<file path="config.mk">
export PLATFORM = sky130hd
export DESIGN_NAME = apb_master_arbiter
export DESIGN_NICKNAME = d
export VERILOG_FILES = /design/src/rtl/apb_pkg.sv /design/src/rtl/apb_rr_arbiter.sv /design/src/rtl/apb_master_arbiter.sv
export SDC_FILE = /design/constraint.sdc
export NUM_CORES = 1
export LEC_CHECK = 0
export CORE_ASPECT_RATIO = 1.75
export CORE_MARGIN = 4
export CORE_UTILIZATION = 40
export DETAILED_ROUTE_END_ITERATION = 10
export PLACE_DENSITY_LB_ADDON = 0.3
export SYNTH_ARGS = -nofsm -noshare
export SYNTH_HDL_FRONTEND = slang
export SYNTH_SLANG_ARGS = --single-unit
</file>
<file path="constraint.sdc">
create_clock -name PCLK -period 5.6 [get_ports PCLK]
set_input_delay 0.56 -clock PCLK [delete_from_list [all_inputs] [get_ports PCLK]]
set_output_delay 0.56 -clock PCLK [all_outputs]
set_load 0.01 [all_outputs]
</file>
<file path="src/rtl/apb_pkg.sv">
// Shared constants and types for the two-requester APB master.
package apb_pkg;

  localparam int unsigned TGT_W       = 2;
  localparam int unsigned WAIT_W      = 8;
  localparam int unsigned TIMEOUT_DEF = 16;

  localparam logic [TGT_W-1:0] TGT_IDLE = 2'd0;
  localparam logic [TGT_W-1:0] TGT_GPIO = 2'd1;
  localparam logic [TGT_W-1:0] TGT_UART = 2'd2;

  typedef enum logic [1:0] {
    ST_IDLE   = 2'd0,
    ST_SETUP  = 2'd1,
    ST_ACCESS = 2'd2,
    ST_DECERR = 2'd3
  } state_e;

  function automatic logic tgt_valid(input logic [TGT_W-1:0] tgt);
    return (tgt == TGT_GPIO) || (tgt == TGT_UART);
  endfunction

endpackage

</file>
<file path="src/rtl/apb_rr_arbiter.sv">
// Two-way round-robin arbiter; prio names the port favoured on the next tie.
module apb_rr_arbiter (
  input  logic       clk,
  input  logic       rst_n,
  input  logic [1:0] req,
  input  logic       advance,
  output logic [1:0] grant_c,
  output logic       prio
);

  always_comb begin
    grant_c = req;
    if (req == 2'b11) grant_c = prio ? 2'b10 : 2'b01;
  end

  // After a grant the other port becomes favoured.
  always_ff @(posedge clk or negedge rst_n) begin
    if (!rst_n)                   prio <= 1'b0;
    else if (advance && |grant_c) prio <= grant_c[0];
  end

endmodule

</file>
<file path="src/rtl/apb_master_arbiter.sv">
// APB master shared by two requesters: round-robin grant, SETUP/ACCESS
// sequencing, GPIO/UART decode, timeout and per-port response registers.
module apb_master_arbiter
  import apb_pkg::*;
#(
  parameter int unsigned ADDR_W  = 5,
  parameter int unsigned DATA_W  = 32,
  parameter int unsigned TIMEOUT = TIMEOUT_DEF
) (
  input  logic              PCLK,
  input  logic              PRESETn,
  input  logic              req0,
  input  logic              req1,
  input  logic              wr0,
  input  logic              wr1,
  input  logic [1:0]        tgt0,
  input  logic [1:0]        tgt1,
  input  logic [ADDR_W-1:0] addr0,
  input  logic [ADDR_W-1:0] addr1,
  input  logic [DATA_W-1:0] wdata0,
  input  logic [DATA_W-1:0] wdata1,
  output logic              ack0,
  output logic              ack1,
  output logic              err0,
  output logic              err1,
  output logic [DATA_W-1:0] rdata0,
  output logic [DATA_W-1:0] rdata1,
  output logic              PSEL1,
  output logic              PSEL2,
  output logic              PENABLE,
  output logic              PWRITE,
  output logic [ADDR_W-1:0] PADDR,
  output logic [DATA_W-1:0] PWDATA,
  input  logic              PREADY1,
  input  logic              PREADY2,
  input  logic [DATA_W-1:0] PRDATA1,
  input  logic [DATA_W-1:0] PRDATA2
);

  localparam int unsigned CNT_W = WAIT_W + 1;

  state_e             state, state_nx;
  logic [1:0]         req_m, gnt_c;
  logic               prio, owner, advance;
  logic [TGT_W-1:0]   tgt_q, tgt_gnt, tgt_nx;
  logic [WAIT_W-1:0]  wait_cnt;
  logic               sel_ready, timeout_hit;
  logic [DATA_W-1:0]  sel_rdata;
  logic               done_ok, done_err;
  logic               psel1_nx, psel2_nx, penable_nx, ack0_nx, ack1_nx;

  // A port whose ack is high this cycle is masked so it cannot be regranted.
  assign req_m   = {req1 & ~ack1, req0 & ~ack0};
  assign advance = (state == ST_IDLE) && (|req_m);
  assign owner   = ~prio;
  assign tgt_gnt = gnt_c[1] ? tgt1 : tgt0;

  assign sel_ready   = (tgt_q == TGT_GPIO) ? PREADY1 : PREADY2;
  assign sel_rdata   = (tgt_q == TGT_GPIO) ? PRDATA1 : PRDATA2;
  assign timeout_hit = (CNT_W'(wait_cnt) + CNT_W'(1)) >= CNT_W'(TIMEOUT);

  apb_rr_arbiter u_arb (
    .clk     (PCLK),
    .rst_n   (PRESETn),
    .req     (req_m),
    .advance (advance),
    .grant_c (gnt_c),
    .prio    (prio)
  );

  always_ff @(posedge PCLK or negedge PRESETn) begin
    if (!PRESETn) state <= ST_IDLE;
    else          state <= state_nx;
  end

  always_comb begin
    state_nx = state;
    case (state)
      ST_IDLE:   if (advance) state_nx = tgt_valid(tgt_gnt) ? ST_SETUP : ST_DECERR;
      ST_SETUP:  state_nx = ST_ACCESS;
      ST_ACCESS: if (sel_ready || timeout_hit) state_nx = ST_IDLE;
      default:   state_nx = ST_IDLE;
    endcase
  end

  // Next values of the registered bus and response outputs.
  always_comb begin
    done_ok    = 1'b0;
    done_err   = 1'b0;
    tgt_nx     = advance ? tgt_gnt : tgt_q;
    if (state == ST_ACCESS) begin
      done_ok  = sel_ready;
      done_err = !sel_ready && timeout_hit;
    end
    if (state == ST_DECERR) done_err = 1'b1;
    penable_nx = (state_nx == ST_ACCESS);
    psel1_nx   = (state_nx == ST_SETUP || state_nx == ST_ACCESS) && (tgt_nx == TGT_GPIO);
    psel2_nx   = (state_nx == ST_SETUP || state_nx == ST_ACCESS) && (tgt_nx == TGT_UART);
    ack0_nx    = (done_ok || done_err) && !owner;
    ack1_nx    = (done_ok || done_err) && owner;
  end

  always_ff @(posedge PCLK or negedge PRESETn) begin
    if (!PRESETn) begin
      PSEL1   <= 1'b0;
      PSEL2   <= 1'b0;
      PENABLE <= 1'b0;
      ack0    <= 1'b0;
      ack1    <= 1'b0;
      err0    <= 1'b0;
      err1    <= 1'b0;
      rdata0  <= '0;
      rdata1  <= '0;
    end else begin
      PSEL1   <= psel1_nx;
      PSEL2   <= psel2_nx;
      PENABLE <= penable_nx;
      ack0    <= ack0_nx;
      ack1    <= ack1_nx;
      err0    <= ack0_nx && done_err;
      err1    <= ack1_nx && done_err;
      if (ack0_nx) rdata0 <= done_err ? '0 : (PWRITE ? rdata0 : sel_rdata);
      if (ack1_nx) rdata1 <= done_err ? '0 : (PWRITE ? rdata1 : sel_rdata);
    end
  end

  // Request field latches and the saturating ACCESS wait counter.
  always_ff @(posedge PCLK or negedge PRESETn) begin
    if (!PRESETn) begin
      tgt_q    <= TGT_IDLE;
      PWRITE   <= 1'b0;
      PADDR    <= '0;
      PWDATA   <= '0;
      wait_cnt <= '0;
    end else begin
      if (advance) begin
        tgt_q  <= tgt_gnt;
        PWRITE <= gnt_c[1] ? wr1 : wr0;
        PADDR  <= gnt_c[1] ? addr1 : addr0;
        PWDATA <= gnt_c[1] ? wdata1 : wdata0;
      end
      if (state_nx == ST_SETUP)
        wait_cnt <= '0;
      else if (state == ST_ACCESS && !sel_ready && wait_cnt != '1)
        wait_cnt <= wait_cnt + WAIT_W'(1);
    end
  end

endmodule
</file>
==> metrics.txt <==
outcome finished clean; Final Setup Violations 0; ratio of cells with drive above 1 in the final layout between 7 and 8%; Avg Vias per Cell 5.149; PwrDens about 520 mW/mm^2; max_slew headroom 40.15%; max-slew violations 0; gr ovfl total 0; final core occ around two thirds; Yosys reg bits approximately 120; nets@finish ~860; clk_skew ~12 ps; dpl hpwl ~12000 um; Avg Inst Size Synth 11.90 um^2; routed via count between 4000 and 5000; post-route setup slack 2996 ps; Core ar. around 0.013 mm^2; Mapped Cells 457; Port Buf Inserts between 200 and 300; largest net degree at the start of global routing 69; first-pass GRT wire length 24830 um; DR iter-0 viols between 90 and 100; syn_nets approximately 610; worst-path maximum fanout 5; crit path cell chain ha_1 -> nand3_1 -> nor3_1 -> a22oi_1 -> nor3b_1 -> a211o_1 -> ha_1 -> nor3b_1; Die Y 162.3 um; Final Power approximately 4.6 mW; CP max-delay cell a22oi_1; Tmin final roughly 2600 ps; final hold viol count 0; CP delay by family, top compound AO/OA/AOI/OAI gates; CP Data Arrival Time 2910 ps; CTS tree built; final worst-path cycle share a little under half; RSZ-0062 raised after global routing false; crit end category register; CP Data Required Time 5910 ps; Mapped Area ~0.0054 mm^2; Buf+Inv Stages, Crit Path 0; GR Util All Layers roughly 21%; H-Tree Depth 4; Inserted Clock Buffers 17; CTS Hold Bufs 0; final WL approximately 16000 um; Clock Latency Late Sink about 400 ps; count of cell types in the netlist 36; worst-margin pin slew around 890 ps; cts repair resizes 0; routed wire length per instance 17.71 um; Setup CP Type register to register; peak supply drop 0.0002826 V; max_cap viols 0; clk buf depth 2; post-route insts no fill about 900; Seq/Total Area, Yosys a little under three fifths; Post-synth EDFFs 0; DR pass1 iterations 4; setup bufs post-CTS 0; clock-pin slew of the registers on the worst-case setup and hold paths ~60 ps; Initial Util 40.65%; Std-Cell Rows 56; DRC 0; Lkg Pwr ~3.7 nW; # diodes 0; Critical Path Max Stage Delay roughly 510 ps; IO Pins 259; Final Wtd Congestion roughly 0.75; asr flop ratio synth 100.0%; Die ar. 0.01560 mm^2; most frequent cells in the layout clkdlybuf4s50_1 (257), dfrtp_1 (122), mux2i_1 (74); fmax around 380 MHz; most common cell after layout, fill and taps aside clkdlybuf4s50_1; Layout area overhead 61.27%; Setup TNS 0 ps; startpoint types register; vias in the first global route just under 5000; Top FF cell, synth dfrtp_1; CTS Sinks roughly 120; initial antenna violation count 0; Die Width 96.16 um; Hold Path Class input pin to asynchronous set/reset pin; DRT antenna net count 0; Clock Tree Root clkbuf_16; fillers 992; pre-CTS setup slack 2581 ps; cell count after placement 865; yosys warns 0
per-stage QoR:
step,area (um^2),hold WS (ps)
finish,8773,250.5
global route,8773,318.0
CTS,8773,283.0
detailed placement,8157,470.7
global placement,8157,462.2
floorplan,5440,264.4
cell usage after synthesis, types with 2 or more instances:
library cell | number | area (um^2)
nor2b_1 | 6 | 37.54
nor3b_1 | 4 | 30.03
or2_2 | 2 | 12.51
buf_1 | 2 | 7.510
inv_1 | 5 | 18.77
nor2_1 | 15 | 56.30
o21ai_0 | 43 | 215.2
o311ai_4 | 2 | 52.55
dfrtp_1 | 122 | 3053
a22oi_1 | 2 | 15.01
buf_6 | 6 | 67.56
clkbuf_1 | 19 | 71.32
nand2_1 | 45 | 168.9
mux2i_1 | 74 | 740.7
nand3_1 | 5 | 25.02
buf_2 | 5 | 25.02
xnor2_1 | 8 | 70.07
o2bb2ai_1 | 64 | 560.5
nor3_1 | 8 | 40.04
ha_1 | 4 | 50.05
per-layer routing:
layer / routed length (um) / global-route usage (%) / up-vias
met5: 0 / 0 / -
met4: 367 / 7.772 / 0
met3: 1520 / 5.978 / 24
met2: 8259 / 36.46 / 214
met1: 5735 / 22.50 / 2207
li1: - / - / 2174
report_power, final:
group          leakage (nW)  switching [mW]  internal [mW]
sequential             1.58           0.225           1.25
combinational          1.80           0.930           1.06
clock                 0.296           0.407          0.709
total                  3.67            1.56           3.01
worst paths after layout:
path / from / end / slack, ps / depth (start not counted)
min: PRESETn / rdata0[6] / 250 / 1
max reg2reg: wait_cnt[0] / PSEL2 / 3000 / 8
max: wait_cnt[0] / PSEL2 / 3000 / 8
max in group asynchronous: PRESETn / rdata0[17] / 4100 / 2
min in group PCLK: PWDATA[24] / PWDATA[24] / 480 / 2
min reg2reg: PWDATA[24] / PWDATA[24] / 480 / 2
worst register-to-register path: stages, from the launching register on:
cell and delay, ps:
dfrtp_1 430, ha_1 230, nand3_1 160, nor3_1 70, a22oi_1 510, nor3b_1 230, a211o_1 360, ha_1 300
nor3b_1 210
flip-flops by register name (all words and copies together), names as in the netlist:
signal      flops
PWDATA         32
rdata0         32
rdata1         32
wait_cnt        8
PADDR           5
state           2
tgt_q           2
PENABLE         1
PSEL1           1
PSEL2           1
PWRITE          1
ack0            1
ack1            1
err0            1
err1            1
u_arb.prio      1
kinds of logic after synthesis:
group	after synthesis	share of synthesized area, %
flops	122	56.12
compound gates	119	16.70
simple gates	93	7.866
mux	74	13.62
buf+inv	37	3.496
xor+xnor	8	1.288
fa+ha+maj	4	0.9200
area by class of cell:
class                   instances  area (um^2)  area share, %
flip-flops and latches        122         3053          34.80
repair buffers                266         2640          30.09
multi-input cells             298         2227          25.39
clock buffers                  17        425.4          4.849
well taps                     174        217.7          2.481
clock inverters                15        191.4          2.182
inverters                       5        18.77         0.2139
Power figures use the tool's default switching activity.
==> RTL change (same settings) <==
Register the output `err1` once more, with the module's reset; this adds one clock of latency there. The other outputs are not delayed to match.
--- a/src/rtl/apb_master_arbiter.sv
+++ b/src/rtl/apb_master_arbiter.sv
@@ -40,2 +40,4 @@
   localparam int unsigned CNT_W = WAIT_W + 1;
+
+  logic err1_s0;
 
@@ -110,3 +112,3 @@
       err0    <= 1'b0;
-      err1    <= 1'b0;
+      err1_s0 <= 1'b0;
       rdata0  <= '0;
@@ -120,3 +122,3 @@
       err0    <= ack0_nx && done_err;
-      err1    <= ack1_nx && done_err;
+      err1_s0 <= ack1_nx && done_err;
       if (ack0_nx) rdata0 <= done_err ? '0 : (PWRITE ? rdata0 : sel_rdata);
@@ -148,2 +150,10 @@
 
+  always_ff @(posedge PCLK or negedge PRESETn) begin
+    if (!PRESETn) begin
+      err1 <= '0;
+    end else begin
+      err1 <= err1_s0;
+    end
+  end
+
 endmodule
Check against the original RTL: not equivalent (Yosys sat finds a counterexample within 4 cycles, from zero or initial values and one cycle with PRESETn low).
==> RTL change against the original RTL <==
Sequential cell count rose by 1; worst setup slack got worse by 0.072 ns; total power rose by 1.0%; final area rose by 0.50%; die area rose by 0.43%; maximum frequency fell by 2.7%; synthesized area rose by 0.46%; routed wire length rose by 0.43%; critical path type unchanged; largest cell class unchanged.
==> RTL change: results (changes against the original RTL) <==
ANT cells=0 (unchanged); first-pass GRT wire length=24.79 mm (-0.17%); fill count=1038 (+4.6%); post-place setup slack=2.519 ns (-0.06147 ns); Pre-antenna DRT Iters=5 (+1); Buffers excl. clock=266 (unchanged); Hold Crit Class=primary input to async pin; Non-Clock Buffer Area Fraction=0.2994 (-0.001495); routability cong.=0.8516 (+13%); Cell Int Power=3.071 mW (+1.9%); Post-Route WL=15.95 mm (+0.43%); GRT Overall Usage=0.2057 (+0.0003465); Worst Clk Skew=0.009211 ns (-0.003205 ns); Syn-to-layout area delta=61.33% (about the same); routed wire length on met3=1.432 mm (-5.8%); sequential area share after synthesis=0.5632 (+0.002009); Lkg Pwr=3.690 nW (+0.53%); CTS root buf=clkbuf_16; highest net fanout along the worst path=5 (unchanged); synth top area cells=dfrtp_1 (56%), mux2i_1 (14%), o2bb2ai_1 (10%), o21ai_0 (3.9%), nand2_1 (3.1%); top flop regs=PWDATA x32, rdata0 x32, rdata1 x32; dpl cell area=0.008182 mm² (+0.31%); Mapped Nets=612 (+0.16%); clock transition at the registers of the reported paths=0.06 ns (about the same); max incr delay on CP=0.51 ns (about the same); NumNets Final=865 (+0.12%); Synth Register Bits=123 (+0.82%); Yosys cell types=36 (unchanged); outcome=finished clean; Max VDD drop=0.3070 mV (+8.6%); proportion of layout cells with a drive suffix above 1=0.07182 (-0.00009934); uppermost layer routed=met4; number of non-clock inverters in the layout=5 (unchanged); Seq. cell area=0.003078 mm² (+0.82%); via count=4611 (-0.17%); Synth Area per Inst=11.93 µm² (+0.24%); arrival time at the worst endpoint=2.99 ns (+0.08 ns); largest net degree at the start of global routing=70 (+1.4%); TritonCTS buffer count=17 (unchanged); initial drt markers=180 (+94%); Yosys warning total=0 (unchanged); Async SR Flop Fraction=1.000 (unchanged); Site Rows=56 (unchanged); metal1 wirelength=5.754 mm (+0.33%); routed wl met2=8.522 mm (+3.2%); number of max-cap violations=0 (unchanged); vias per inst=5.135 (-0.28%); slowest CP cell=a22oi_1; Clock buf/inv share=0.07209 (+0.001779); Slew HR=0.4127 (+0.01126); multi-input gate count=298 (unchanged); H-tree levels=4 (unchanged); fraction of area in multi-input gates=0.2526 (-0.001261); Layout clock buffers=18 (+1); hpwl dp=12.03 mm (+0.98%); Clock Latency Late Sink=0.40 ns; Setup Buffers After CTS=0 (unchanged); synth cell count leaders=dfrtp_1 (123), mux2i_1 (74), o2bb2ai_1 (64); PostCTS Resize Cnt=0 (unchanged); vias in the first global route=4999 (+1.2%)
RTL change: changes by cell type after synthesis, sizes merged:
| cell | delta |
|---|---|
| dfrtp | +1 |
RTL change: path summary, 6_finish.rpt:
check | cells after the start | from | to | slack, ns
setup / recovery | 8 | wait_cnt[0] | PSEL2 | 2.92
hold / removal | 1 | PRESETn | rdata1[2] | 0.26
setup reg to reg | 8 | wait_cnt[0] | PSEL2 | 2.92
hold reg to reg | 0 | err1_s0 | err1 | 0.35
max in group asynchronous | 2 | PRESETn | rdata0[17] | 4.08
min in group PCLK | 0 | err1_s0 | err1 | 0.35
RTL change: cells by family (layout without fill, tap and decap cells):
| group | count (synthesis) | count (layout) | share of synthesized area |
|---|---|---|---|
| flip-flops | 123 | 123 | 0.5632 |
| buffers and inverters | 37 | 303 | 0.03480 |
| XOR/XNOR | 8 | 8 | 0.01282 |
| AND/OR/NAND/NOR | 93 | 93 | 0.07830 |
| AO/OA/AOI/OAI | 119 | 119 | 0.1662 |
| adder cells (fa/ha/maj) | 4 | 4 | 0.009158 |
| multiplexers | 74 | 74 | 0.1355 |
RTL change: metal layers:
| layer | up-vias | global-route usage |
|---|---|---|
| met1 | 2204 | 0.2204 |
| li1 | 2178 | - |
| met2 | 210 | 0.3806 |
| met5 | - | 0 |
| met4 | 0 | 0.06003 |
| met3 | 19 | 0.05918 |
RTL change: worst reg2reg max path: cells and delay by family, from the launching register on:
kind	cells	cell delay (ns)
simple gates	4	0.74
compound gates	2	0.87
flops	1	0.43
fa+ha+maj	2	0.56
RTL change: power groups by stage:
stage	sequential, mW	clock [mW]	combinational [mW]
after floorplan	1.61	0	0.857
after global placement	1.47	0	1.96
after detailed placement	1.48	0	2.01
after CTS	1.47	1.18	2.02
after global routing	1.52	1.23	2.17
final	1.47	1.16	1.99
